==> src/rtl/irrigation_timer_pkg.sv <==
// Shared types and digit limits for the irrigation countdown timer.
package irrigation_timer_pkg;

  typedef enum logic [1:0] {
    IDLE    = 2'd0,
    RUNNING = 2'd1,
    PAUSED  = 2'd2
  } state_t;

  localparam int SEC_UNITS_MAX = 9;
  localparam int SEC_TENS_MAX  = 5;
  localparam int MIN_MAX       = 3;

  localparam int SEC_UNITS_W = 4;
  localparam int SEC_TENS_W  = 3;
  localparam int MIN_W       = 2;

endpackage

==> src/rtl/bcd_down_digit.sv <==
// One decimal-style down-counting digit: wraps 0 -> MAX and flags a borrow.
module bcd_down_digit #(
  parameter int MAX   = 9,
  parameter int WIDTH = 4
) (
  input  logic             clock,
  input  logic             reset,
  input  logic             load,
  input  logic [WIDTH-1:0] load_value,
  input  logic             enable,
  output logic [WIDTH-1:0] q,
  output logic             borrow
);

  assign borrow = enable && (q == '0);

  // load has priority so the parent can clear or preset a digit mid-count
  always_ff @(posedge clock) begin
    if (!reset) begin
      q <= '0;
    end else if (load) begin
      q <= load_value;
    end else if (enable) begin
      q <= (q == '0) ? WIDTH'(MAX) : q - WIDTH'(1);
    end
  end

endmodule

==> src/rtl/irrigation_countdown.sv <==
// Minutes/seconds watering countdown: prescaler to a 1 s tick, three cascaded
// down-counting digits, IDLE/RUNNING/PAUSED control and registered pulses.
module irrigation_countdown
  import irrigation_timer_pkg::*;
#(
  parameter int TICKS_PER_SECOND = 1000
) (
  input  logic                   clock,
  input  logic                   reset,
  input  logic                   start,
  input  logic                   pause,
  input  logic                   abort,
  input  logic [MIN_W-1:0]       preset_min,
  input  logic [SEC_TENS_W-1:0]  preset_sec_tens,
  input  logic [SEC_UNITS_W-1:0] preset_sec_units,
  output logic [MIN_W-1:0]       min_q,
  output logic [SEC_TENS_W-1:0]  sec_tens_q,
  output logic [SEC_UNITS_W-1:0] sec_units_q,
  output logic                   running,
  output logic                   second_tick,
  output logic                   done,
  output state_t                 fsm_state
);

  localparam int PW = $clog2(TICKS_PER_SECOND);
  localparam logic [PW-1:0] PRE_LAST = PW'(TICKS_PER_SECOND - 1);

  state_t          state, state_next;
  logic [PW-1:0]   prescaler, prescaler_next;
  logic            load, dec;
  logic            tick_next, done_next, running_next;
  logic            units_borrow, tens_borrow, min_borrow;

  logic [SEC_UNITS_W-1:0] units_clamped, units_load;
  logic [SEC_TENS_W-1:0]  tens_clamped, tens_load;
  logic [MIN_W-1:0]       min_load;
  logic                   preset_zero, at_last;

  // Clamping happens only on the load path, so digits stay in range.
  assign units_clamped = (preset_sec_units > SEC_UNITS_W'(SEC_UNITS_MAX)) ?
                         SEC_UNITS_W'(SEC_UNITS_MAX) : preset_sec_units;
  assign tens_clamped  = (preset_sec_tens > SEC_TENS_W'(SEC_TENS_MAX)) ?
                         SEC_TENS_W'(SEC_TENS_MAX) : preset_sec_tens;

  assign units_load = abort ? '0 : units_clamped;
  assign tens_load  = abort ? '0 : tens_clamped;
  assign min_load   = (abort || min_borrow) ? '0 : preset_min;

  assign preset_zero = (preset_min == '0) && (tens_clamped == '0) && (units_clamped == '0);
  assign at_last     = (min_q == '0) && (sec_tens_q == '0) && (sec_units_q == SEC_UNITS_W'(1));

  always_comb begin
    state_next     = state;
    prescaler_next = prescaler;
    load           = 1'b0;
    dec            = 1'b0;
    tick_next      = 1'b0;
    done_next      = 1'b0;
    if (abort) begin
      state_next     = IDLE;
      load           = 1'b1;
      prescaler_next = '0;
    end else if (start) begin
      load           = 1'b1;
      prescaler_next = '0;
      if (preset_zero) begin
        state_next = IDLE;
        done_next  = 1'b1;
      end else begin
        state_next = RUNNING;
      end
    end else begin
      unique case (state)
        RUNNING, PAUSED: begin
          if (pause) begin
            state_next = PAUSED;
          end else begin
            // The edge that leaves PAUSED already counts, so each paused edge costs one cycle.
            state_next = RUNNING;
            if (prescaler == PRE_LAST) begin
              prescaler_next = '0;
              dec            = 1'b1;
              tick_next      = 1'b1;
              if (at_last) begin
                state_next = IDLE;
                done_next  = 1'b1;
              end
            end else begin
              prescaler_next = prescaler + PW'(1);
            end
          end
        end
        default: ;
      endcase
    end
  end

  assign running_next = (state_next != IDLE);

  always_ff @(posedge clock) begin
    if (!reset) begin
      state       <= IDLE;
      prescaler   <= '0;
      running     <= 1'b0;
      second_tick <= 1'b0;
      done        <= 1'b0;
    end else begin
      state       <= state_next;
      prescaler   <= prescaler_next;
      running     <= running_next;
      second_tick <= tick_next;
      done        <= done_next;
    end
  end

  assign fsm_state = state;

  bcd_down_digit #(.MAX(SEC_UNITS_MAX), .WIDTH(SEC_UNITS_W)) u_units (
    .clock      (clock),
    .reset      (reset),
    .load       (load),
    .load_value (units_load),
    .enable     (dec),
    .q          (sec_units_q),
    .borrow     (units_borrow)
  );

  bcd_down_digit #(.MAX(SEC_TENS_MAX), .WIDTH(SEC_TENS_W)) u_tens (
    .clock      (clock),
    .reset      (reset),
    .load       (load),
    .load_value (tens_load),
    .enable     (units_borrow),
    .q          (sec_tens_q),
    .borrow     (tens_borrow)
  );

  // A borrow out of minutes is pinned back to zero instead of wrapping.
  bcd_down_digit #(.MAX(MIN_MAX), .WIDTH(MIN_W)) u_min (
    .clock      (clock),
    .reset      (reset),
    .load       (load || min_borrow),
    .load_value (min_load),
    .enable     (tens_borrow),
    .q          (min_q),
    .borrow     (min_borrow)
  );

endmodule

==> config.mk <==
export PLATFORM = sky130hd
export DESIGN_NAME = irrigation_countdown
export DESIGN_NICKNAME = d
export VERILOG_FILES = /design/src/rtl/irrigation_timer_pkg.sv /design/src/rtl/bcd_down_digit.sv /design/src/rtl/irrigation_countdown.sv
export SDC_FILE = /design/constraint.sdc
export NUM_CORES = 1
export LEC_CHECK = 0
export ABC_CLOCK_PERIOD_IN_PS = 2000
export BUFFER_PORTS_ARGS = -buffer_cell sky130_fd_sc_hd__buf_2
export CAP_MARGIN = 5
export CORE_MARGIN = 2
export CORE_UTILIZATION = 53
export DETAILED_ROUTE_END_ITERATION = 10
export PLACE_DENSITY_LB_ADDON = 0.05
export SYNTH_ARGS = -nofsm -noshare
export SYNTH_HDL_FRONTEND = slang
export SYNTH_SLANG_ARGS = --single-unit
export TNS_END_PERCENT = 30
==> constraint.sdc <==
create_clock -name clock -period 2 [get_ports clock]
set_input_delay 0.4 -clock clock [delete_from_list [all_inputs] [get_ports clock]]
set_output_delay 0.4 -clock clock [all_outputs]
set_load 0.01 [all_outputs]
==> impl_metrics.xml <==
<?xml version="1.0" encoding="UTF-8"?>
<metrics>
  <group name="job">
    <metric name="drv_cap" unit="">0</metric>
  </group>
  <group name="yosys">
    <metric name="synth_sequential_area_ratio" unit="%">37.03</metric>
    <metric name="number_of_register_bits_inferred_by_synthesis" unit="">24</metric>
    <metric name="ys_async_sr_fraction" unit="%">0</metric>
    <metric name="yosysWarnings" unit="">0</metric>
    <metric name="syn_nets" unit="">173</metric>
    <metric name="most_used_flip_flop_cell_after_synthesis" unit="">sky130_fd_sc_hd__dfxtp_1</metric>
    <metric name="ys_types" unit="">39</metric>
    <metric name="post_synth_instance_area" unit="um2">1297</metric>
    <metric name="synth_edf_count" unit="">0</metric>
    <metric name="synth.avg_cell_area" unit="um2">8.264</metric>
    <metric name="netlist_instances" unit="">157</metric>
  </group>
  <group name="floorplanning">
    <metric name="design.portCount" unit="">28</metric>
    <metric name="floorplan.rows" unit="">17</metric>
    <metric name="core-area" unit="um2">2255</metric>
    <metric name="floorplan.die_area" unit="um2">2860</metric>
    <metric name="initial_core_util" unit="%">57.55</metric>
    <metric name="die_height" unit="um">53.48</metric>
    <metric name="die_w" unit="um">53.48</metric>
  </group>
  <group name="grt">
    <metric name="antenna_found_initial" unit="">0</metric>
    <metric name="number_of_global_route_vias_before_repair" unit="">1100</metric>
    <metric name="maximum_number_of_pins_on_one_net_before_global_route_repair" unit="">18</metric>
    <metric name="track_usage" unit="%">22.82</metric>
    <metric name="global_route_wire_length_before_repair" unit="um">4836</metric>
    <metric name="globalRouteOverflowTotal" unit="">0</metric>
  </group>
  <group name="status">
    <metric name="outcome" unit="">completed</metric>
  </group>
  <group name="setup_path">
    <metric name="startpoint_type" unit="">register</metric>
    <metric name="r2r_slack" unit="ps">230</metric>
    <metric name="worstReg2RegEnd" unit="">u_tens.q[1]$_SDFFE_PN0P_</metric>
    <metric name="cp_data_required_time" unit="ps">2260</metric>
    <metric name="worst_ep_arrival_time" unit="ps">2030</metric>
    <metric name="setup.worst_path.class" unit="">register to register</metric>
    <metric name="setup.worst_path.start" unit="">prescaler[0]$_SDFFE_PP0P_</metric>
    <metric name="rr_startpoint" unit="">prescaler[0]$_SDFFE_PP0P_</metric>
    <metric name="critical_path.max_fanout" unit="">5</metric>
    <metric name="ff_to_ff_path_depth" unit="">6</metric>
    <metric name="critical_path.endpoint_type" unit="">register</metric>
  </group>
  <group name="layout">
    <metric name="design.final.nets" unit="">204</metric>
    <metric name="fin_area" unit="um2">1510</metric>
    <metric name="layout_commonest_cell" unit="">sky130_fd_sc_hd__buf_2</metric>
    <metric name="layout.area.seq" unit="um2">480.5</metric>
    <metric name="layout.filler_cells" unit="">220</metric>
    <metric name="layout_area_growth_over_synthesis" unit="%">16.39</metric>
    <metric name="postLayoutCoreUtil" unit="%">66.98</metric>
    <metric name="drive_above_1_share" unit="%">23.53</metric>
    <metric name="mostFrequentLayoutCells" unit="">sky130_fd_sc_hd__buf_2, sky130_fd_sc_hd__nor2_1, sky130_fd_sc_hd__dfxtp_1, sky130_fd_sc_hd__nand2_1, sky130_fd_sc_hd__a21oi_1</metric>
    <metric name="multiInputGateArea" unit="um2">808.3</metric>
    <metric name="antennaDiodeCount" unit="">0</metric>
  </group>
  <group name="power_and_ir_drop">
    <metric name="total_power" unit="uW">886.4</metric>
    <metric name="vdd_drop_max" unit="V">0.0004620</metric>
    <metric name="share_clk_of_total_power" unit="%">29.0</metric>
    <metric name="sw_frac_of_total" unit="%">25.92</metric>
    <metric name="combPwrFrac" unit="%">13.9</metric>
    <metric name="net-switching-power" unit="uW">229.7</metric>
    <metric name="power.static_leakage" unit="nW">0.6136</metric>
    <metric name="power_density" unit="nW/um2">586.9</metric>
    <metric name="internal-power" unit="uW">656.6</metric>
    <metric name="power.sequential.fraction" unit="%">57.1</metric>
  </group>
  <group name="route">
    <metric name="postRouteAntennaNets" unit="">0</metric>
    <metric name="route.met3.wl" unit="um">191</metric>
    <metric name="wl_met2" unit="um">1291</metric>
    <metric name="detail_route.wirelength" unit="um">2845</metric>
    <metric name="routed_wirelength_normalized_by_instance_count" unit="um">13.23</metric>
    <metric name="topRoutingLayerUsed" unit="">met4</metric>
    <metric name="remaining_drc_errors" unit="">0</metric>
    <metric name="via_count_normalized_by_instance_count" unit="">5.665</metric>
    <metric name="wl_met1" unit="um">1319</metric>
    <metric name="drtPass1Iterations" unit="">4</metric>
    <metric name="via_count" unit="">1218</metric>
    <metric name="first_iter_violations" unit="">29</metric>
  </group>
  <group name="placed_design">
    <metric name="placement.cell_area" unit="um2">1468</metric>
    <metric name="place_worst_setup_slack" unit="ps">213.4</metric>
    <metric name="total_half_perimeter_wirelength_after_legalization_and_detailed_placement" unit="um">2161</metric>
    <metric name="gp_congestion" unit="">0.7973</metric>
    <metric name="buffer_ports.inserted" unit="">27</metric>
  </group>
  <group name="sta">
    <metric name="max_freq" unit="MHz">565.7</metric>
    <metric name="worst_slew_pin_slew" unit="ps">558.4</metric>
    <metric name="fin_skew" unit="ps">1.197</metric>
    <metric name="worst_slack" unit="ps">232.3</metric>
    <metric name="rsz0062_at_grt" unit="">false</metric>
    <metric name="finalMaxSlewViolations" unit="">0</metric>
    <metric name="period_minus_slack" unit="ps">1768</metric>
    <metric name="fin_crit_sh" unit="%">88.38</metric>
    <metric name="finalHoldViolCount" unit="">0</metric>
    <metric name="finalSetupViolCount" unit="">0</metric>
    <metric name="worst_slew_margin_rel" unit="%">62.25</metric>
    <metric name="fin_setup_tns" unit="ps">0</metric>
  </group>
  <group name="clock_network">
    <metric name="cts.sinks" unit="">24</metric>
    <metric name="ctsLongestPathBuffers" unit="">2</metric>
    <metric name="cts-htree-levels" unit="">1</metric>
    <metric name="cts_made_buffers" unit="">3</metric>
    <metric name="postCtsSetupBuffers" unit="">0</metric>
    <metric name="cts-root-buf" unit="">sky130_fd_sc_hd__clkbuf_4</metric>
    <metric name="clkLatencyLatePin" unit="ps">320</metric>
    <metric name="cts_tree" unit="">yes</metric>
    <metric name="clk_transition_reported_paths" unit="ps">130</metric>
  </group>
  <group name="min_path">
    <metric name="whs_path_depth" unit="">2</metric>
    <metric name="timing.hold.worst.start" unit="">reset</metric>
    <metric name="holdPathEnd" unit="">u_units.q[2]$_SDFFE_PN0P_</metric>
    <metric name="hold_class" unit="">input pin to register</metric>
  </group>
</metrics>
[final cells by class]
| cell class | count | share of cell area, % |
|---|---|---|
| flip-flops and latches | 24 | 31.81 |
| repair buffers | 28 | 9.445 |
| multi-input cells | 129 | 53.52 |
| well taps | 28 | 2.320 |
| clock buffers | 4 | 2.403 |
| inverters | 2 | 0.4971 |
[layer usage]
metal  up-vias  GRT usage (%)
met5         -              0
met4         0          8.974
met3         5          3.955
met2        42          36.83
met1       551          29.83
li1        620              -
[worst max path at each step]
| stage | end | slack, ps | cells after the start |
|---|---|---|---|
| finish | u_tens.q[1]$_SDFFE_PN0P_ | 230 | 6 |
| CTS | u_tens.q[1]$_SDFFE_PN0P_ | 150 | 4 |
| global placement | u_tens.q[1]$_SDFFE_PN0P_ | 220 | 4 |
| detailed placement | u_tens.q[1]$_SDFFE_PN0P_ | 210 | 4 |
| global route | prescaler[1]$_SDFFE_PP0P_ | 40 | 5 |
| floorplan | prescaler[9]$_SDFFE_PP0P_ | 410 | 5 |
[state kept, by name, summed over array words and instances, names as in the netlist]
signal	cells
second_tick	1
done	1
u_tens.q	3
u_min.q	2
prescaler	10
fsm_state	2
running	1
u_units.q	4
[power by group through the flow]
stage | Clock, mW | Combinational [mW] | Sequential, mW
2_1_floorplan | 0 | 0.0685 | 0.519
3_3_place_gp | 0 | 0.120 | 0.514
3_5_place_dp | 0 | 0.121 | 0.516
4_1_cts | 0.257 | 0.122 | 0.505
5_1_grt | 0.280 | 0.139 | 0.508
6_report | 0.257 | 0.124 | 0.506
[synthesized netlist by cell type (4+ instances only)]
cell type                   n  area [um2]
sky130_fd_sc_hd__a21oi_1   13       65.06
sky130_fd_sc_hd__dfxtp_1   24       480.5
sky130_fd_sc_hd__mux2i_1    4       40.04
sky130_fd_sc_hd__nand2_1   14       52.55
sky130_fd_sc_hd__nand2b_1   6       37.54
sky130_fd_sc_hd__nand3_1    7       35.03
sky130_fd_sc_hd__nor2_1    25       93.84
sky130_fd_sc_hd__nor4_1     4       25.02
sky130_fd_sc_hd__o21ai_0    7       35.03
sky130_fd_sc_hd__xnor2_1    9       78.83
[logic make-up (layout without fill, tap and decap cells)]
| kind of cell | after synthesis | count (layout) | share of synthesized area (%) |
|---|---|---|---|
| AOI/OAI and AO/OA | 30 | 30 | 14.27 |
| xor gates and xnor gates | 12 | 12 | 8.101 |
| adders and majority gates | 2 | 2 | 1.928 |
| buffers and inverters | 4 | 34 | 1.158 |
| DFF | 24 | 24 | 37.03 |
| muxes | 4 | 4 | 3.086 |
| and+or+nand+nor | 81 | 81 | 34.43 |
[critical path, cell delays in order, from the launching register on]
cell and delay (ps):
sky130_fd_sc_hd__dfxtp_1 420, sky130_fd_sc_hd__ha_1 230, sky130_fd_sc_hd__nand2_1 80, sky130_fd_sc_hd__nor2_1 210
sky130_fd_sc_hd__nand4_2 210, sky130_fd_sc_hd__or3b_1 420, sky130_fd_sc_hd__a21oi_1 140
[per-stage QoR]
stage | hold WS (ps) | std cells
5_1_grt | 380.5 | 215
6_report | 383.4 | 215
3_5_place_dp | 500.3 | 211
3_3_place_gp | 489.6 | 211
4_1_cts | 378.0 | 215
2_1_floorplan | 466.3 | 157
[repair_timing]
item	CTS	global route
hold buffers	0	0
gates resized for setup	0	1
endpoints found under the setup margin	0	3
(Power assumes the default switching activity.)
